`config.mk`:
```
export PLATFORM = sky130hd
export DESIGN_NAME = video_text_render_flat
export DESIGN_NICKNAME = d
export VERILOG_FILES = /design/src/rtl/video_text_render_if.sv /design/src/rtl/video_text_render.sv /design/src/flat_wrapper.sv
export SDC_FILE = /design/constraint.sdc
export NUM_CORES = 1
export LEC_CHECK = 0
export BUFFER_PORTS_ARGS = -buffer_cell sky130_fd_sc_hd__clkbuf_2
export CAP_MARGIN = 5
export CORE_MARGIN = 1
export CORE_UTILIZATION = 44
export CTS_CLUSTER_SIZE = 14
export DETAILED_ROUTE_END_ITERATION = 16
export GPL_ROUTABILITY_DRIVEN = 0
export GPL_TIMING_DRIVEN = 1
export PLACE_DENSITY = 0.7
export SLEW_MARGIN = 25
export SYNTH_ARGS = -nofsm -noshare
export SYNTH_HDL_FRONTEND = slang
export SYNTH_SLANG_ARGS = --single-unit
export TNS_END_PERCENT = 10
```
`constraint.sdc`:
```
create_clock -name clk -period 2.7 [get_ports clk]
set_input_delay 0.27 -clock clk [delete_from_list [all_inputs] [get_ports clk]]
set_output_delay 0.27 -clock clk [all_outputs]
set_load 0.005 [all_outputs]
```
`src/rtl/video_text_render_if.sv`:
```
// Text-mode geometry/types (package v) and the display/font memory read bus.
package v;
    localparam int unsigned VISIBLE_WIDTH   = 640;
    localparam int unsigned VISIBLE_HEIGHT  = 480;
    localparam int unsigned FONT_HEIGHT     = 8;
    localparam int unsigned CHARS_WIDE      = 80;
    localparam logic        H_SYNC_POLARITY = 1'b0;
    localparam logic        V_SYNC_POLARITY = 1'b0;

    localparam int unsigned HRES_W     = 10;
    localparam int unsigned VRES_W     = 10;
    localparam int unsigned DISPADDR_W = 12;
    localparam int unsigned DISPDATA_W = 16;
    localparam int unsigned FONTROW_W  = $clog2(FONT_HEIGHT);
    localparam int unsigned FONTADDR_W = 8 + FONTROW_W;
    localparam int unsigned FONTDATA_W = 8;
    localparam int unsigned COLOR_W    = 3;

    typedef logic [HRES_W-1:0]     hres_t;
    typedef logic [VRES_W-1:0]     vres_t;
    typedef logic [DISPADDR_W-1:0] disp_addr_t;
    typedef logic [DISPDATA_W-1:0] disp_data_t;
    typedef logic [FONTADDR_W-1:0] font_addr_t;
    typedef logic [FONTDATA_W-1:0] font_data_t;
    typedef logic [COLOR_W-1:0]    color_t;

    // Character/attribute word as stored in display memory
    typedef struct packed {
        logic       spare;
        color_t     back;
        logic       blink;
        color_t     fore;
        logic [7:0] code;
    } disp_word_t;
endpackage

interface video_text_render_if;
    v::disp_addr_t disp_addr_o;
    v::disp_data_t disp_data_i;
    v::font_addr_t font_addr_o;
    v::font_data_t font_data_i;

    modport master (output disp_addr_o, output font_addr_o,
                    input  disp_data_i, input  font_data_i);
    modport slave  (input  disp_addr_o, input  font_addr_o,
                    output disp_data_i, output font_data_i);
endinterface

```
`src/rtl/video_text_render.sv`:
```
// Text-mode tile renderer: beam position -> display word -> glyph row -> pixel colour.
// Optional feature macro: TEXT_BLINK_EN (per-cell blink driven by a frame counter).
module video_text_render
    import v::*;
(
    input  logic                        clk,
    input  logic                        reset,
    input  hres_t                       h_count_i,
    input  vres_t                       v_count_i,
    input  logic                        visible_i,
    input  logic                        hsync_i,
    input  logic                        vsync_i,
    video_text_render_if.master         mem,
    output color_t                      rgb_o,
    output logic                        hsync_o,
    output logic                        vsync_o,
    output logic                        visible_o
);
    localparam int unsigned PIPE       = 5;
    localparam int unsigned HLO_STAGES = 4;
    localparam logic [PIPE-1:0] HS_IDLE = {PIPE{~H_SYNC_POLARITY}};
    localparam logic [PIPE-1:0] VS_IDLE = {PIPE{~V_SYNC_POLARITY}};

    disp_addr_t                        line_base_q, line_base_d;
    disp_addr_t                        disp_addr_q, disp_addr_d;
    logic [1:0][FONTROW_W-1:0]         row_q, row_d;
    logic [HLO_STAGES-1:0][2:0]        hlo_q, hlo_d;
    logic [PIPE-1:0]                   vis_q, vis_d;
    logic [PIPE-1:0]                   hs_q, hs_d;
    logic [PIPE-1:0]                   vs_q, vs_d;
    font_addr_t                        font_addr_q, font_addr_d;
    color_t                            fg_q, fg_d, bg_q, bg_d;
    color_t                            fg2_q, fg2_d, bg2_q, bg2_d;
    color_t                            rgb_q, rgb_d;
    disp_word_t                        word;
    disp_addr_t                        base;
    logic                              line_clr;
    logic [2:0]                        sel;
`ifdef TEXT_BLINK_EN
    logic [5:0]                        frame_q, frame_d;
`endif

    // Next-state for line base, address/glyph pipeline, delay lines and pixel mux
    always_comb begin
        word     = disp_word_t'(mem.disp_data_i);
        line_clr = (h_count_i == '0) && (v_count_i == '0);

        line_base_d = line_base_q;
        if (line_clr) begin
            line_base_d = '0;
        end else if ((h_count_i == HRES_W'(VISIBLE_WIDTH)) &&
                     (v_count_i < VRES_W'(VISIBLE_HEIGHT)) &&
                     (&v_count_i[FONTROW_W-1:0])) begin
            line_base_d = line_base_q + DISPADDR_W'(CHARS_WIDE);
        end

        // The first cell of a frame must already see the cleared base
        base        = line_clr ? '0 : line_base_q;
        disp_addr_d = base + DISPADDR_W'(h_count_i[HRES_W-1:3]);

        row_d[0] = v_count_i[FONTROW_W-1:0];
        row_d[1] = row_q[0];
        hlo_d    = {hlo_q[HLO_STAGES-2:0], h_count_i[2:0]};
        vis_d    = {vis_q[PIPE-2:0], visible_i};
        hs_d     = {hs_q[PIPE-2:0], hsync_i};
        vs_d     = {vs_q[PIPE-2:0], vsync_i};

        font_addr_d = {word.code, row_q[1]};
        fg_d        = word.fore;
        bg_d        = word.back;
`ifdef TEXT_BLINK_EN
        if (word.blink && frame_q[5]) begin
            fg_d = word.back;
        end
        frame_d = frame_q;
        if ((h_count_i == '0) && (v_count_i == VRES_W'(VISIBLE_HEIGHT))) begin
            frame_d = frame_q + 6'd1;
        end
`endif
        fg2_d = fg_q;
        bg2_d = bg_q;

        sel   = 3'(3'd7 - hlo_q[HLO_STAGES-1]);
        rgb_d = '0;
        if (vis_q[PIPE-2]) begin
            rgb_d = mem.font_data_i[sel] ? fg2_q : bg2_q;
        end
    end

    // Pipeline registers with synchronous reset to blank/inactive values
    always_ff @(posedge clk) begin
        if (reset) begin
            line_base_q <= '0;
            disp_addr_q <= '0;
            row_q       <= '0;
            hlo_q       <= '0;
            vis_q       <= '0;
            hs_q        <= HS_IDLE;
            vs_q        <= VS_IDLE;
            font_addr_q <= '0;
            fg_q        <= '0;
            bg_q        <= '0;
            fg2_q       <= '0;
            bg2_q       <= '0;
            rgb_q       <= '0;
`ifdef TEXT_BLINK_EN
            frame_q     <= '0;
`endif
        end else begin
            line_base_q <= line_base_d;
            disp_addr_q <= disp_addr_d;
            row_q       <= row_d;
            hlo_q       <= hlo_d;
            vis_q       <= vis_d;
            hs_q        <= hs_d;
            vs_q        <= vs_d;
            font_addr_q <= font_addr_d;
            fg_q        <= fg_d;
            bg_q        <= bg_d;
            fg2_q       <= fg2_d;
            bg2_q       <= bg2_d;
            rgb_q       <= rgb_d;
`ifdef TEXT_BLINK_EN
            frame_q     <= frame_d;
`endif
        end
    end

    // Word bits that do not influence the picture
`ifdef TEXT_BLINK_EN
    logic unused_word;
    assign unused_word = word.spare;
`else
    logic unused_word;
    assign unused_word = ^{word.spare, word.blink};
`endif

    assign mem.disp_addr_o = disp_addr_q;
    assign mem.font_addr_o = font_addr_q;
    assign rgb_o           = rgb_q;
    assign visible_o       = vis_q[PIPE-1];
    assign hsync_o         = hs_q[PIPE-1];
    assign vsync_o         = vs_q[PIPE-1];

endmodule

```
`src/flat_wrapper.sv`:
```
// flat-port wrapper written by rule: the top's interface ports become plain ports
module video_text_render_flat import v::*;
  (clk, reset, h_count_i, v_count_i, visible_i, hsync_i, vsync_i, rgb_o, hsync_o, vsync_o, visible_o, mem_disp_addr_o, mem_font_addr_o, mem_disp_data_i, mem_font_data_i);
  video_text_render_if mem_i ();
  input  logic clk;
  input  logic reset;
  input  hres_t h_count_i;
  input  vres_t v_count_i;
  input  logic visible_i;
  input  logic hsync_i;
  input  logic vsync_i;
  output color_t rgb_o;
  output logic hsync_o;
  output logic vsync_o;
  output logic visible_o;
  output wire logic [$bits(mem_i.disp_addr_o)-1:0] mem_disp_addr_o;
  output wire logic [$bits(mem_i.font_addr_o)-1:0] mem_font_addr_o;
  input wire logic [$bits(mem_i.disp_data_i)-1:0] mem_disp_data_i;
  input wire logic [$bits(mem_i.font_data_i)-1:0] mem_font_data_i;
  assign mem_disp_addr_o = mem_i.disp_addr_o;
  assign mem_font_addr_o = mem_i.font_addr_o;
  assign mem_i.disp_data_i = mem_disp_data_i;
  assign mem_i.font_data_i = mem_font_data_i;
  video_text_render u_core (.clk(clk), .reset(reset), .h_count_i(h_count_i), .v_count_i(v_count_i), .visible_i(visible_i), .hsync_i(hsync_i), .vsync_i(vsync_i), .mem(mem_i), .rgb_o(rgb_o), .hsync_o(hsync_o), .vsync_o(vsync_o), .visible_o(visible_o));
endmodule
```
Word-level counts from Yosys, hierarchy flattened

Cells that the tools add are included.

Logic and storage cells: 36
Input bits: 49
Register bits: 83
Output and inout bits: 29

Bitwise operators: 1
Multiplexer cells: 4
Order comparisons: 2
Add/sub/neg operators: 3
Reductions and logical operators: 8
Eq/ne operators: 1

Operators by type and width:

| cell                  | count |
|---|---|
| $logic_not 10->1      | 2 |
| $add 12x7->12         | 1 |
| $add 12x7->12 const B | 1 |
| $mux 12               | 1 |
| $eq 10x10->1 const B  | 1 |
| $lt 10x9->1 const B   | 1 |
| $lt 3x4->1 const B    | 1 |
| $reduce_or 2->1       | 2 |
| $bmux 1 s3            | 1 |
| $logic_and 1x1->1     | 3 |
| $mux 3                | 1 |
| $reduce_and 3->1      | 1 |
| $sub 3x3->3 const A   | 1 |
| $mux 1                | 1 |
| $not 1->1             | 1 |

Longest topological paths before layout

Depth in word-level cells: 4
Gate-level depth with buffers: 11
Mapped depth without buffers: 10

Worst setup path before layout

Ideal clock, no wire load.

Kind: input port to flip-flop
Start point: in h_count_i[9]
End point: reg u_core.disp_addr_q[10], in the netlist u_core.mem.disp_addr_o[10]
Data arrival time: 2.365 ns
Required time: 2.582 ns
Buffers on the path: 1
Library setup time: 0.118 ns
Path slack: 0.217 ns
Cell stages on the path: 11
Cell sequence: buf_2 nor4_1 nand3_1 nor2_1 nor2b_1 ha_1 fa_1 maj3_1 nor2b_1 xnor2_1 nor2_1

Word-level cells in the longest chain between the ends: 4

Ends and longest elaborated chain:

| what                 | RTL line                 | source |
|---|---|---|
| start, declared      | flat_wrapper.sv:7        | `input hres_t h_count_i;` |
| $logic_not 10->1     | video_text_render.sv:46  | `line_clr = (h_count_i == '0) && (v_count_i == '0);` |
| $logic_and 1x1->1    | video_text_render.sv:46  |  |
| $mux 12              | video_text_render.sv:58  | `base = line_clr ? '0 : line_base_q;` |
| $add 12x7->12 *      | video_text_render.sv:59  | `disp_addr_d = base + DISPADDR_W'(h_count_i[HRES_W-1:3]);` |
| end signal, assigned | video_text_render.sv:111 | `disp_addr_q <= disp_addr_d;` |
| end, declared        | video_text_render.sv:25  | `disp_addr_t disp_addr_q, disp_addr_d;` |

Every way passes the cells marked *; elsewhere a longest branch is shown, timed or not.
A chain may end at the register's enable or synchronous reset.

Worst setup path after layout

Start point: in h_count_i[7]
End point: reg u_core.disp_addr_q[10], in the netlist u_core.mem.disp_addr_o[10]

Same word-level chain as after synthesis.

==> run summary <==
The top metal layer carrying routed signals is met4. The number of hold buffers added after CTS was 0. For this run, the leading register cell type out of synthesis is sky130_fd_sc_hd__dfxtp_1.

The commonest cells after synthesis are sky130_fd_sc_hd__dfxtp_1, sky130_fd_sc_hd__nor2b_1, sky130_fd_sc_hd__nor2_1. The maximum number of buffers from clock root to sink is 2. During synthesis, Yosys emitted a total of 0 warnings.

The die span in x is 80.2 um. In this run the vertical extent of the chip is 80.2 um. The first global-routing pass estimated 7360 um of wire. The first TritonRoute pass finished after 4 iterations. STA classifies the critical path startpoint as an input port. The data required time at the worst endpoint came out at 2.93 ns. The number of max-capacitance violations reported came out at 0.

Power spread over the standard cell area amounts to 665 nW/um2. The initial antenna violation count is 0. The power after layout came out at 2.23 mW. The maximum fanout along the worst path came out at 3. The routed length on met1 is 2100 um. The clock latency reported for the late side of the worst-skew pair is 0.33 ns. The synthesized area per cell is 10.9 um2. The fraction of registers with async set or reset after synthesis came out at 0%. The number of global-route vias before repair came to 1727. The number of clock sinks is 79. The worst slack after detailed placement came out at 0.0946 ns. The number of top-level pins is 78. The total via count in the routed design came out at 1893. The detailed-routed wire length on met2 came out at 2200 um. The signed area change from the synthesized netlist to the final layout came out at 24.9%. CTS placed an instance of sky130_fd_sc_hd__clkbuf_8 at the clock tree root. The post-CTS resize count is 0.

The number of nets still failing antenna checks after routing came out at 0. The count of unresolved DRC violations after routing is 0. The total detailed-routing wirelength came out at 4630 um.

The final period utilization came out at 82.4%. The final total negative setup slack is 0 ns. The leakage power of the design is 1.40 nW. At the pin with the least slew margin, the transition time is 0.567 ns. The setup slack of the worst register-to-register path is 0.76 ns.

The post-CTS setup buffer count came out at 0. The synthesized cell area came out at 2690 um2. The met3 wire length is 272 um. The number of max-slew violations in the final report came out at 0. The number of buffers created by CTS came out at 9. The final core utilization is 56.7%. The starting density of the core came out at 45.4%. The number of DRC markers after the initial detailed-route iteration came out at 65. The count of H-tree levels built during CTS is 3.

The net count after synthesis came out at 300. STA classifies the critical path endpoint as a flop. Yosys attributes the largest share of cell area to sky130_fd_sc_hd__dfxtp_1, sky130_fd_sc_hd__nor2b_1, sky130_fd_sc_hd__or2_2.

Dividing the detail-routed via count by the number of cells gives 4.67. The worst path meets setup with 0.474 ns of slack. Entering global routing, the biggest net connects 49 pins.

After floorplanning, the core was divided into 28 placement rows. The proportion of layout cells with a drive suffix above 1 came out at 35.2%. Summing the sequential cell areas from Yosys gives 58.8% of the chip area. The setup clock skew after layout came out at 0.00660 ns. The number of fill cells in the layout came out at 528. TritonCTS built the clock tree.

The register bit count reported by yosys is 79. The most frequent cell after synthesis is sky130_fd_sc_hd__dfxtp_1. The clock-pin slew on the worst setup and hold paths is 0.08 ns. Input and output buffers added on the ports amount to 75.

The headroom to the max-slew limit came out at 62.2%. The top achievable clock speed is 449 MHz. The core footprint is 5920 um2. The portion of synthesized cell area occupied by the leading cell type is 58.8%. Across the VDD grid, the largest voltage drop is 379 uV.

The total inserted antenna cells came out at 0. The die area is 6430 um2. In the final routed layout, each cell accounts on average for 11.4 um.

The post-synthesis cell type count is 38. Data on the critical path arrives at its endpoint at 2.46 ns. The leftover overflow at the end of global routing is 0. The classification of the worst-slack hold path is in2reg. Setup repair after global routing left no endpoint under its margin. The run finished with clean final reports. The final hold violation count came out at 0. At the end of the flow, the number of nets in the layout was 378. The HPWL after detailed placement came out at 3260 um. The worst path in the final design needs a cycle of 2.23 ns, including I/O delays and setup. The number of enable-type register cells in the synthesized netlist came out at 0. The final setup violation count is 0. The number of instances in the synthesized netlist is 247. Global routing used 15.3% of the available tracks across all layers. The type of the worst setup path is in2reg. The biggest area contributor in the post-synthesis netlist is sky130_fd_sc_hd__dfxtp_1.
-- power breakdown --
part | switching [mW] | internal [mW] | total, mW
combinational | 0.0557 | 0.0658 | 0.122
clock | 0.419 | 0.484 | 0.903
sequential | 0.00758 | 1.20 | 1.21
total | 0.482 | 1.75 | 2.23
-- critical path, cell delays in order --
cell and delay (ns):
sky130_fd_sc_hd__clkbuf_2 0.09, sky130_fd_sc_hd__nor4_1 0.36, sky130_fd_sc_hd__nand3_1 0.16, sky130_fd_sc_hd__nor2_1 0.16, sky130_fd_sc_hd__nor2b_1 0.06, sky130_fd_sc_hd__ha_1 0.20, sky130_fd_sc_hd__fa_1 0.41, sky130_fd_sc_hd__maj3_1 0.40
sky130_fd_sc_hd__nor2b_1 0.16, sky130_fd_sc_hd__xnor2_1 0.12, sky130_fd_sc_hd__nor2_1 0.05
-- layout by cell type (no fill, tap or decap), drive strengths merged, types with 3 or more instances in the layout --
| cell type | n |
|---|---|
| nand4 | 3 |
| o31ai | 3 |
| xnor2 | 3 |
| nor2 | 12 |
| clkbuf | 86 |
| or4 | 7 |
| or3 | 4 |
| nor2b | 55 |
| ha | 3 |
| o21ai | 7 |
| a21oi | 10 |
| or2 | 11 |
| buf | 6 |
| nand3 | 4 |
| nor3 | 4 |
| nor4 | 3 |
| mux2i | 4 |
| inv | 4 |
| dfxtp | 79 |
| nand2 | 3 |
-- worst paths after layout --
kind,start,endpoint,cells after the start
setup reg to reg,u_core.line_base_q[4]$_SDFFE_PP0P_,u_core.mem.disp_addr_o[10]$_SDFF_PP0_,7
hold reg to reg,u_core.hs_q[0]$_SDFF_PP1_,u_core.hs_q[1]$_SDFF_PP1_,1
setup / recovery,h_count_i[7],u_core.mem.disp_addr_o[10]$_SDFF_PP0_,11
hold / removal,hsync_i,u_core.hs_q[0]$_SDFF_PP1_,2
-- routing by layer --
| layer | vias up | GRT usage (%) |
|---|---|---|
| li1 | 983 | - |
| met1 | 844 | 17.8 |
| met2 | 61 | 24.4 |
| met3 | 5 | 5.00 |
| met4 | 0 | 9.46 |
| met5 | - | 0 |
-- cell families (layout without fill, tap and decap cells) --
| kind of cell | Yosys count | in the layout | synth area share (%) |
|---|---|---|---|
| mux | 7 | 7 | 3.58 |
| simple gates | 109 | 109 | 25.2 |
| compound gates | 25 | 25 | 5.63 |
| buf+inv | 17 | 100 | 2.65 |
| xor+xnor | 5 | 5 | 1.63 |
| fa+ha+maj | 5 | 5 | 2.51 |
| flops | 79 | 79 | 58.8 |
-- cell type report --
class	instances	area (um2)	share of cell area (%)
well taps	75	93.8	2.79
multi-input cells	151	1040	30.9
inverters	3	11.3	0.335
clock buffers	11	151	4.51
repair buffers	81	420	12.5
flip-flops and latches	79	1580	47.1
clock inverters	5	63.8	1.90
-- flip-flops by register name (all words and copies together), names as in the netlist --
signal	count
u_core.row_d	3
u_core.line_base_q	8
u_core.hlo_q	3
u_core.fg2_d	3
u_core.bg2_d	3
u_core.mem.disp_addr_o	12
u_core.vis_q	5
u_core.font_addr_d	3
u_core.bg2_q	3
u_core.hlo_d	9
u_core.rgb_o	3
u_core.mem.font_addr_o	11
u_core.vs_q	5
u_core.fg2_q	3
u_core.hs_q	5
-- per-stage QoR --
stage / cells / hold slack [ns] / cell area (um2)
floorplan: 247 / 0.374 / 2690
global placement: 389 / 0.393 / 3140
detailed placement: 389 / 0.393 / 3140
CTS: 405 / 0.0845 / 3360
global route: 405 / 0.0853 / 3360
finish: 405 / 0.106 / 3360
No activity file was read; power rests on OpenSTA's default activity.
